`config.mk`:
```
export PLATFORM = sky130hd
export DESIGN_NAME = sort_controller
export DESIGN_NICKNAME = d
export VERILOG_FILES = /design/src/rtl/sort_controller_pkg.sv /design/src/rtl/sort_controller_cmp.sv /design/src/rtl/sort_controller.sv
export SDC_FILE = /design/constraint.sdc
export NUM_CORES = 1
export LEC_CHECK = 0
export ABC_CLOCK_PERIOD_IN_PS = 4980
export CORE_UTILIZATION = 50
export DETAILED_ROUTE_END_ITERATION = 8
export HOLD_SLACK_MARGIN = 0.06
export PLACE_DENSITY_LB_ADDON = 0.05
export SYNTH_ARGS = -nofsm -noshare
export SYNTH_HDL_FRONTEND = slang
export SYNTH_SLANG_ARGS = --single-unit
```
`constraint.sdc`:
```
create_clock -name clk -period 4.98 [get_ports clk]
set_input_delay 0.996 -clock clk [delete_from_list [all_inputs] [get_ports clk]]
set_output_delay 0.996 -clock clk [all_outputs]
set_load 0.005 [all_outputs]
```
`src/rtl/sort_controller_pkg.sv`:
```
// Shared types and constants for the sort controller and its comparator.
package sort_controller_pkg;

  localparam int DATA_W = 8;

  typedef enum logic [1:0] {
    ST_IDLE  = 2'd0,
    ST_LOAD  = 2'd1,
    ST_SORT  = 2'd2,
    ST_DRAIN = 2'd3
  } state_e;

endpackage

```
`src/rtl/sort_controller_cmp.sv`:
```
// Unsigned magnitude comparator; the only comparison resource in the sorter.
module comparator_8bit
  import sort_controller_pkg::*;
(
  input  logic [DATA_W-1:0] a_i,
  input  logic [DATA_W-1:0] b_i,
  output logic              gt_o,
  output logic              lt_o,
  output logic              eq_o
);

  assign gt_o = (a_i > b_i);
  assign lt_o = (a_i < b_i);
  assign eq_o = (a_i == b_i);

endmodule

```
`src/rtl/sort_controller.sv`:
```
// Load DEPTH bytes, bubble-sort them in place one compare per cycle, then drain
// them through a valid/ready port.
module sort_controller
  import sort_controller_pkg::*;
#(
  parameter int DEPTH = 4
) (
  input  logic              clk,
  input  logic              reset,
  input  logic              start,
  input  logic              descend,
  input  logic              in_valid,
  input  logic [DATA_W-1:0] in_data,
  output logic              in_ready,
  output logic              out_valid,
  output logic [DATA_W-1:0] out_data,
  input  logic              out_ready,
  output logic              busy,
  output logic              done
);

  localparam int IDX_W = (DEPTH > 1) ? $clog2(DEPTH) : 1;
  localparam logic [IDX_W-1:0] LAST_IDX = IDX_W'(DEPTH - 1);
  localparam logic [IDX_W-1:0] LAST_CMP = IDX_W'(DEPTH - 2);

  state_e            state_q;
  logic [IDX_W-1:0]  idx_q;
  logic [IDX_W-1:0]  pass_q;
  logic [IDX_W-1:0]  cmp_q;
  logic              descend_q;
  logic [DATA_W-1:0] elem_q [DEPTH];
  logic              in_ready_q;
  logic              out_valid_q;
  logic [DATA_W-1:0] out_data_q;
  logic              busy_q;
  logic              done_q;

  logic [IDX_W-1:0]  idx_nxt;
  logic [IDX_W-1:0]  cmp_nxt;
  logic [DATA_W-1:0] lhs_d;
  logic [DATA_W-1:0] rhs_d;
  logic              cmp_gt;
  logic              cmp_lt;
  logic              cmp_eq;
  logic              swap_d;

  assign idx_nxt = idx_q + IDX_W'(1);
  assign cmp_nxt = cmp_q + IDX_W'(1);
  assign lhs_d   = elem_q[cmp_q];
  assign rhs_d   = elem_q[cmp_nxt];

  comparator_8bit u_cmp (
    .a_i  (lhs_d),
    .b_i  (rhs_d),
    .gt_o (cmp_gt),
    .lt_o (cmp_lt),
    .eq_o (cmp_eq)
  );

  // Equal keys never swap, which keeps the sort stable.
  assign swap_d = !cmp_eq && (descend_q ? cmp_lt : cmp_gt);

  always_ff @(posedge clk) begin
    if (reset) begin
      state_q     <= ST_IDLE;
      idx_q       <= '0;
      pass_q      <= '0;
      cmp_q       <= '0;
      descend_q   <= 1'b0;
      in_ready_q  <= 1'b0;
      out_valid_q <= 1'b0;
      out_data_q  <= '0;
      busy_q      <= 1'b0;
      done_q      <= 1'b0;
      for (int i = 0; i < DEPTH; i++) begin
        elem_q[i] <= '0;
      end
    end else begin
      done_q <= 1'b0;
      case (state_q)
        ST_IDLE: begin
          if (start) begin
            descend_q  <= descend;
            idx_q      <= '0;
            in_ready_q <= 1'b1;
            busy_q     <= 1'b1;
            state_q    <= ST_LOAD;
          end
        end
        ST_LOAD: begin
          if (in_valid && in_ready_q) begin
            elem_q[idx_q] <= in_data;
            if (idx_q == LAST_IDX) begin
              idx_q      <= '0;
              pass_q     <= '0;
              cmp_q      <= '0;
              in_ready_q <= 1'b0;
              state_q    <= ST_SORT;
            end else begin
              idx_q <= idx_nxt;
            end
          end
        end
        ST_SORT: begin
          if (swap_d) begin
            elem_q[cmp_q]   <= rhs_d;
            elem_q[cmp_nxt] <= lhs_d;
          end
          if (cmp_q == LAST_CMP) begin
            cmp_q <= '0;
            if (pass_q == LAST_CMP) begin
              pass_q  <= '0;
              state_q <= ST_DRAIN;
            end else begin
              pass_q <= pass_q + IDX_W'(1);
            end
          end else begin
            cmp_q <= cmp_nxt;
          end
        end
        ST_DRAIN: begin
          // First DRAIN cycle registers element 0 after the last swap has landed.
          if (!out_valid_q) begin
            out_valid_q <= 1'b1;
            out_data_q  <= elem_q[idx_q];
          end else if (out_ready) begin
            if (idx_q == LAST_IDX) begin
              idx_q       <= '0;
              out_valid_q <= 1'b0;
              out_data_q  <= '0;
              busy_q      <= 1'b0;
              done_q      <= 1'b1;
              state_q     <= ST_IDLE;
            end else begin
              idx_q      <= idx_nxt;
              out_data_q <= elem_q[idx_nxt];
            end
          end
        end
        default: state_q <= ST_IDLE;
      endcase
    end
  end

  assign in_ready  = in_ready_q;
  assign out_valid = out_valid_q;
  assign out_data  = out_data_q;
  assign busy      = busy_q;
  assign done      = done_q;

endmodule

```
## Word level (Yosys, flattened, before mapping)

Memory sizes are Yosys's and may differ from the RTL's. A register that Yosys moved wholly into a read port is not among the register bits.
Index checks and enable logic that the tools add are counted.

| cells by class | value |
|---|---|
| add/sub/neg operators | 3 |
| $lt $le $gt $ge | 2 |
| equality and inequality tests | 16 |
| mux-type cells | 59 |
| bitwise gates (word level) | 3 |
| reduce and logical (&&, ||, !) cells | 20 |

Operators with widths:

| operator | count |
|---|---|
| $mux W2 | 24 |
| $mux W8 | 6 |
| $reduce_or A8 Y1 | 3 |
| $mux W1 | 23 |
| $ne A2 B2 Y1 const B | 9 |
| $eq A2 B2 Y1 const B | 5 |
| $reduce_and A5 Y1 | 2 |
| $eq A8 B8 Y1 | 1 |
| $gt A8 B8 Y1 | 1 |
| $lt A8 B8 Y1 | 1 |
| $pmux W2 S2 | 2 |
| $pmux W2 S4 | 1 |
| $reduce_and A4 Y1 | 2 |
| $reduce_and A8 Y1 | 1 |
| $add A2 B1 Y2 const B | 3 |
| $pmux W2 S3 | 1 |
| $reduce_bool A2 Y1 | 3 |
| $pmux W1 S2 | 2 |
| $reduce_and A2 Y1 | 2 |
| $reduce_or A4 Y1 | 1 |
| $not A1 Y1 | 3 |
| $reduce_and A3 Y1 | 1 |
| $reduce_bool A3 Y1 | 1 |
| $eq A2 B1 Y1 const B | 1 |
| 3 further kinds | 4 |

| storage, ports and cells | value |
|---|---|
| register bits after elaboration | 21 |
| RAM bits | 32 |
| input bits | 14 |
| output and inout bits | 12 |
| word-level logic and storage cells | 114 |
| memories | 1 |

Memories:

| name | depth | bits a word | read ports | clocked after Yosys merged registers in | write ports | line | source |
|---|---|---|---|---|---|---|---|
| elem_q | 4 | 8 | 4 | 2 | 4 | sort_controller.sv:31 | `logic [DATA_W-1:0] elem_q [DEPTH];` |

## Longest topological paths before layout

Gate-level depths: netlist (run 1).
An unclocked memory read counts as a cell.

| depth | value |
|---|---|
| depth in word-level cells | 11 |
| depth in mapped cells | 15 |
| mapped depth without buffers | 12 |

## Hierarchy

From an unflattened synthesis (run 1), not the netlist that was laid out.

| unflattened totals | value |
|---|---|
| cell total of the unflattened synthesis | 354 |
| area, all modules | 3774.9 µm² |

Modules (own cells, without submodules):

| module | instances | cells each | area each (µm²) | seq. area each (µm²) |
|---|---|---|---|---|
| sort_controller | 1 | 325 | 3549.7 | 1461.4 |
| comparator_8bit | 1 | 29 | 225.2 | 0.0 |

## Least setup slack after synthesis (run 1)

OpenSTA, ideal clock, no wires.

| timing path | value |
|---|---|
| path type | register to register |
| start point | register cmp_q[1] |
| end point | memory elem_q[3][0], enable pin |
| library setup time | 0.384 ns |
| data arrival time | 3.679 ns |
| required time | 4.596 ns |
| slack | 0.917 ns |
| cell stages (with the launch flop) | 14 |
| buffers on the path | 3 |
| period minus slack after synthesis | 4.063 ns |
| cells stage by stage | dfxtp_1 > clkbuf_1 > inv_1 > ha_1 > buf_2 > mux4_2 > inv_1 > ha_1 > nand4_1 > nor2_1 > nor3_4 > o2111ai_4 > clkbuf_1 > o21ai_0 |

RTL lines:

| element | line | source |
|---|---|---|
| from (decl) | sort_controller.sv:29 | `logic [IDX_W-1:0] cmp_q;` |
| from (signal assigned) | sort_controller.sv:118 | `cmp_q <= cmp_nxt;` |
| to (decl) | sort_controller.sv:31 |  |

==> key figures, run 1 <==
Outcome
  – Outcome: complete, no violations

Synthesis
  – Syn_area_per_cell: 10.5 sq um
  – Post-synth EDFFs: 32
  – Post-synthesis cell count: 382
  – Post-Syn Area: 4010 sq um
  – Distinct cells, synth: 38
  – Post-synthesis sequential area ratio: 36.4%
  – Register bit total from synthesis: 57
  – Synthesized Nets: 414
  – Top FF cell, synth: edfxtp_1
  – Async SR Flop Fraction: 0%
  – Ys Warns: 0

CTS
  – TritonCTS buffer count: 9
  – Setup Buffers After CTS: 0
  – Root buffer cell: clkbuf_8
  – CTS clock-pin slew for the worst setup and hold paths: 0.07 ns
  – Hold Buf Count CTS: 0
  – H-tree depth: 3
  – Clock buffer depth: 2
  – Post-cts sizing count: 0
  – Clock Latency Late Sink: 0.35 ns
  – CTS tree: yes
  – Num Clock Sinks: 57

Timing
  – Worst slew pin tran: 0.966 ns
  – Final worst path period share: 89.6%
  – Hold Slack: 0.505 ns
  – Worst relative slew slack: 35.1%
  – Worst clock skew: 0.0123 ns
  – Fmax: 224 MHz
  – Sum of negative setup slack: 0 ns
  – Slew Viols, Final: 0
  – Final hold viol count: 0
  – Unrepaired setup endpoints after global routing: no
  – Min Tclk post-route: 4.46 ns
  – Final setup viols: 0

Min path
  – Hold/Removal Path Class: reg2reg
  – Min-delay src: out_data[4]

Routing
  – Total wire length: 10.3 mm
  – First-pass DRT Iterations: 5
  – Vias: 3347
  – # DRC: 0
  – Avg WL per Cell: 20.4 microns
  – Drt first-iter violations: 343
  – Antenna Nets Post-Route: 0
  – Via density: 6.61

Floorplanning
  – Die W: 91.6 microns
  – Die height: 91.6 microns
  – Core area: 7730 sq um
  – Num rows: 32
  – Die area: 8390 sq um
  – Io pins: 26
  – Initial Utilization: 51.9%

Pwr
  – Peak VDD IR: 135 uV
  – Pwr Density: 332 nW/um^2
  – Leak: 1.47 nW

Global route
  – Initial antenna violation count: 0
  – First-pass GRT wire length: 17.0 mm
  – Vias in the first global route: 3116
  – Largest net degree at the start of global routing: 49
  – Overflow left after global routing: 0
  – GRT Total Usage: 26.9%

Worst setup path
  – Crit-path max FO: 48
  – Worst setup path category: reg2reg
  – Crit start category: flop
  – Worst reg2reg startpoint: cmp_q[1]
  – WP data required: 5.04 ns
  – Worst Path Arrival: 4.53 ns
  – Critical path launch point: cmp_q[1]
  – Setup crit end kind: flop

Placed design
  – IO Port Bufs: 25
  – RePlAce Congestion: 0.953
  – Dpl hpwl: 7.66 mm

Final layout
  – Layout cells sized above 1: 14.1%
  – Antenna diode count: 0
  – Area growth syn-to-layout: 12.1%
  – Fin nets: 431

Job
  – Max Cap Viol: 0
## cells in the final DEF, fill, tap and decap left out, types with 2 or more instances in the layout
| cell type | Yosys | routed |
|---|---|---|
| buf_4 | 1 | 7 |
| clkdlybuf4s50_1 | 0 | 25 |
| a21oi_1 | 17 | 17 |
| inv_1 | 17 | 17 |
| nor2_1 | 14 | 14 |
| clkbuf_8 | 0 | 10 |
| edfxtp_1 | 32 | 32 |
| nand3_1 | 14 | 14 |
| a221oi_1 | 8 | 8 |
| nand2_1 | 45 | 45 |
| ha_1 | 18 | 18 |
| nor2b_1 | 9 | 9 |
| a211oi_1 | 2 | 2 |
| nand2b_1 | 4 | 4 |
| o221ai_1 | 22 | 22 |
| mux2_2 | 2 | 2 |
| nor3b_2 | 3 | 2 |
| o22ai_1 | 3 | 3 |
| clkbuf_1 | 16 | 5 |
| nand4_1 | 25 | 25 |
| nor3_1 | 17 | 17 |
| mux2i_1 | 16 | 16 |
| dfxtp_1 | 25 | 25 |
| o21ai_0 | 16 | 16 |
| a21o_1 | 2 | 2 |
| nand3b_1 | 2 | 2 |
| mux4_2 | 31 | 31 |
| a211o_1 | 3 | 3 |
## path summary, 6_finish.rpt
check / slack, ns / cells past startpoint / to
worst max-delay path: 0.52 / 13 / elem_q[0][7]
worst min-delay path: 0.51 / 2 / out_data[4]
worst max register to register: 0.52 / 13 / elem_q[0][7]
worst min register to register: 0.51 / 2 / out_data[4]
## Yosys cell counts (3+ instances only)
cell       n  area, sq um
a211o_1    3         26.3
a21oi_1   17         85.1
a221oi_1   8         70.1
buf_1      4         15.0
buf_2      4         20.0
clkbuf_1  16         60.1
dfxtp_1   25          500
edfxtp_1  32          961
ha_1      18          225
inv_1     17         63.8
mux2i_1   16          160
mux4_2    31          698
nand2_1   45          169
nand2b_1   4         25.0
nand3_1   14         70.1
nand4_1   25          156
nor2_1    14         52.6
nor2b_1    9         56.3
nor3_1    17         85.1
nor3b_2    3         37.5
o21ai_0   16         80.1
o221ai_1  22          193
o22ai_1    3         18.8
## cell type report
cell class	instances	area (sq um)
clock buffer	15	156
clock inverter	1	5.00
inverter	18	67.6
timing repair buffer	32	303
tap	102	128
sequential	57	1460
fill	682	3230
multi-input combinational	281	2380
## state kept, by name, indices dropped and copies added, names as in the netlist, named ones only
name       cells
done           1
out_valid      1
descend_q      1
elem_q        32
state_q        2
idx_q          2
busy           1
in_ready       1
out_data       8
cmp_q          2
pass_q         2
## critical path, stage by stage, from the launching register on
cell	delay, ns
dfxtp_1	0.53
inv_1	0.17
ha_1	0.70
mux2i_1	0.45
nand2_1	0.09
o21ai_0	0.16
ha_1	0.33
nand4_1	0.16
nor2_1	0.11
nor3_4	0.35
o2111ai_4	0.43
buf_4	0.41
nand4_1	0.14
o221ai_1	0.12
## power by group
part | switching (mW) | internal [mW] | leakage (nW) | total, mW
Sequential | 0.0745 | 0.551 | 0.533 | 0.626
Clock | 0.189 | 0.195 | 0.0817 | 0.383
Combinational | 0.251 | 0.233 | 0.852 | 0.484
## routing by layer
layer | up-vias | wire, microns | global-route usage (%)
li1 | 1551 | - | -
met1 | 1620 | 4930 | 41.1
met4 | 0 | 116 | 7.28
met3 | 11 | 927 | 5.95
met5 | - | 0 | 0
met2 | 165 | 4350 | 38.1
## through the flow
step	cells	total power, mW	setup slack (ns)	cell area, sq um	utilization, %
after floorplan	382	0.972	0.917	4010	-
after global placement	490	1.10	0.631	4340	56.1
after detailed placement	490	1.11	0.531	4340	56.1
after CTS	506	1.49	0.522	4500	58.2
after global routing	506	1.58	0.144	4500	58.2
final	506	1.49	0.518	4500	58.2
## cells by family (layout without fill, tap and decap cells)
| logic type | after synthesis | in the layout | synth area share [%] |
|---|---|---|---|
| simple gates | 135 | 135 | 17.2 |
| flops | 57 | 57 | 36.4 |
| compound gates | 79 | 79 | 14.3 |
| buf+inv | 44 | 66 | 4.52 |
| fa+ha+maj | 18 | 18 | 5.61 |
| mux | 49 | 49 | 22.0 |
Power figures use the tool's default switching activity.
==> run 2, diff against run 1 <==
- HOLD_SLACK_MARGIN: 0.06 -> unset
==> results of run 2 <==
The final DEF is identical to that of run 1; final timing and power are the same.
==> run 3, diff against run 2 <==
--- a/config.mk
+++ b/config.mk
@@ -14 +14,2 @@
 export SYNTH_SLANG_ARGS = --single-unit
+export TNS_END_PERCENT = 5
==> constraint.sdc (replaced) <==
create_clock -name clk -period 4.98 [get_ports clk]
set_input_delay 1.245 -clock clk [delete_from_list [all_inputs] [get_ports clk]]
set_output_delay 1.245 -clock clk [all_outputs]
set_load 0.005 [all_outputs]
==> run 3 against run 2 <==
Net effect:
- sequential share of layout area down 0.14 points
- global-route usage grew 0.24 points
- count of clock-buffer cells in the layout fell by 2
- die area unchanged
- fmax barely moved
- non-clock buffer count rose by 1
- combinational power hardly changed
==> key figures, run 3 (synthesis gave the netlist of run 1 again) <==
Timing
  – Hold Slack: 0.509 ns (+0.00408 ns)
  – Final setup viols: 0 (unchanged)
  – Setup ws final: 0.518 ns (-0.000732 ns)
  – Slew Viols, Final: 0 (unchanged)
  – Sum of negative setup slack: 0 ns (unchanged)
  – Worst clock skew: 0.00326 ns (-0.00901 ns)
  – Min Tclk post-route: 4.46 ns (+0.000732 ns)
  – Final hold viol count: 0 (unchanged)
  – Final worst path period share: 89.6% (about the same)
  – Worst slew pin tran: 0.969 ns (+0.00273 ns)
  – Worst relative slew slack: 34.9% (-0.18 points)
  – Fmax: 224 MHz (about the same)
  – Unrepaired setup endpoints after global routing: no

Worst setup path
  – Worst setup path category: reg2reg
  – Crit start category: flop
  – Setup crit end: elem_q[1][7]
  – Crit-path max FO: 23 (-52%)
  – Critical path launch point: cmp_q[1]
  – Setup crit end kind: flop
  – Slowest stage delay, CP: 0.68 ns (-0.02 ns)
  – Cell family with most CP delay: adder cells
  – WP data required: 4.96 ns (-0.08 ns)
  – Levels on crit path: 11 (-2)
  – Worst reg2reg startpoint: cmp_q[1]
  – Worst Path Arrival: 4.45 ns (-0.08 ns)
  – Worst Path Buf+Inv: 1 (-1)
  – Critical R2R Capture: elem_q[1][7]
  – Critical path cell sequence: inv_1 > ha_1 > mux2_2 > o21ai_0 > ha_1 > nand4_1 > nor2_1 > nor3_4 > o2111ai_4 > mux2i_1 > nand2b_1
  – R2r setup slk: 0.52 ns (about the same)
  – Slowest cell on crit path: ha_1
  – R2r worst-path depth: 11 (-2)
  – Most frequent CP cell: ha_1

Routing
  – Total wire length: 10.4 mm (+0.63%)
  – Vias: 3342 (-0.15%)
  – First-pass DRT Iterations: 5 (unchanged)
  – Drt first-iter violations: 255 (-26%)
  – # DRC: 0 (unchanged)
  – Via density: 6.59 (-0.35%)
  – Avg WL per Cell: 20.5 microns (+0.43%)
  – Antenna Nets Post-Route: 0 (unchanged)

CTS
  – Clock Latency Late Sink: 0.34 ns (about the same)
  – Hold Buf Count CTS: 0 (unchanged)
  – Clock buffer depth: 2 (unchanged)
  – Post-cts sizing count: 0 (unchanged)
  – Setup Buffers After CTS: 0 (unchanged)
  – Num Clock Sinks: 57 (unchanged)
  – TritonCTS buffer count: 9 (unchanged)
  – Root buffer cell: clkbuf_8
  – CTS tree: yes
  – H-tree depth: 3 (unchanged)
  – CTS clock-pin slew for the worst setup and hold paths: 0.06 ns (about the same)

Floorplanning
  – Die height: 91.6 microns (unchanged)
  – Num rows: 32 (unchanged)
  – Die area: 8390 sq um (unchanged)
  – Io pins: 26 (unchanged)
  – Die W: 91.6 microns (unchanged)
  – Initial Utilization: 51.9% (unchanged)
  – Core area: 7730 sq um (unchanged)

Final layout
  – Core Util, Final: 58.5% (+0.26 points)
  – Commonest non-fill, non-tap cell in the layout: nand2_1
  – Fillers: 672 (-1.5%)
  – Commonest non-fill, non-tap cells in the layout: nand2_1, edfxtp_1, mux4_2
  – Layout cells sized above 1: 15.1% (+0.95 points)
  – Post-route cell area: 4520 sq um (+0.45%)
  – Fin nets: 432 (+0.23%)
  – Max reg flops: 32 (unchanged)
  – Top reg by flops: elem_q
  – Area growth syn-to-layout: 12.6%
  – Antenna diode count: 0 (unchanged)
  – Post-Layout Cell Count: 507 (+0.20%)

Pwr
  – Pwr Density: 334 nW/um^2 (+0.54%)
  – Peak VDD IR: 123 uV (-9.2%)
  – Final Power: 1.51 mW (+0.99%)
  – Leak: 1.48 nW (+1.1%)

Global route
  – Largest net degree at the start of global routing: 34 (-31%)
  – Initial antenna violation count: 0 (unchanged)
  – Overflow left after global routing: 0 (unchanged)
  – GRT Total Usage: 27.1% (+0.24 points)
  – Vias in the first global route: 3105 (-0.35%)
  – First-pass GRT wire length: 17.2 mm (+1.4%)

Placed design
  – Placed Cells: 491 (+0.20%)
  – IO Port Bufs: 25 (unchanged)
  – Pre-CTS setup slack: 0.518 ns (-0.0131 ns)
  – Placed Area: 4340 sq um (+0.17%)
  – RePlAce Congestion: 0.883 (-7.3%)
  – Dpl hpwl: 7.85 mm (+2.5%)

Min path
  – Hold/Removal Path Class: reg2reg
  – Hold-critical path depth: 2 (unchanged)

Outcome
  – Outcome: complete, no violations

Job
  – Max Cap Viol: 0 (unchanged)
## run 3: cell types whose count changed in the layout (fill, tap and decap cells not counted)
cell and change:
clkinv_2 +2, clkbuf_8 +1, buf_4 +1, clkbuf_1 -3
## run 3: worst min path at each step
| stage | start | slack [ns] | endpoint |
|---|---|---|---|
| 4_1_cts | state_q[0] | 0.51 | state_q[0] |
| 5_1_grt | out_data[1] | 0.55 | out_data[1] |
| 6_report | out_data[5] | 0.51 | out_data[5] |
| 3_3_place_gp | state_q[0] | 0.49 | state_q[0] |
| 2_1_floorplan | state_q[0] | 0.47 | state_q[0] |
| 3_5_place_dp | state_q[0] | 0.50 | state_q[0] |
## run 3: metal layers
metal / up-vias / track usage (%) / wire (microns)
met5: - / 0 / 0
met4: 0 / 8.33 / 121
met3: 14 / 5.70 / 768
met2: 146 / 38.7 / 4560
met1: 1633 / 40.9 / 4940
li1: 1549 / - / -
## run 3: final cells by class
| class | count | area, sq um | share of cell area, % |
|---|---|---|---|
| Tap cell | 102 | 128 | 2.83 |
| Clock buffer | 13 | 159 | 3.52 |
| Inverter | 18 | 67.6 | 1.50 |
| Multi-Input combinational cell | 281 | 2380 | 52.6 |
| Sequential cell | 57 | 1460 | 32.4 |
| Timing Repair Buffer | 33 | 310 | 6.87 |
| Clock inverter | 3 | 15.0 | 0.332 |
## run 3: tightest hold or removal path, cell delays in order (launching register included)
cell,delay [ns]
dfxtp_1,0.31
nor2b_1,0.10
nor3_1,0.05
## run 3: power by group
| group | leakage [nW] | internal, mW | switching [mW] |
|---|---|---|---|
| combinational | 0.856 | 0.233 | 0.249 |
| sequential | 0.533 | 0.551 | 0.0756 |
| clock | 0.0932 | 0.206 | 0.192 |
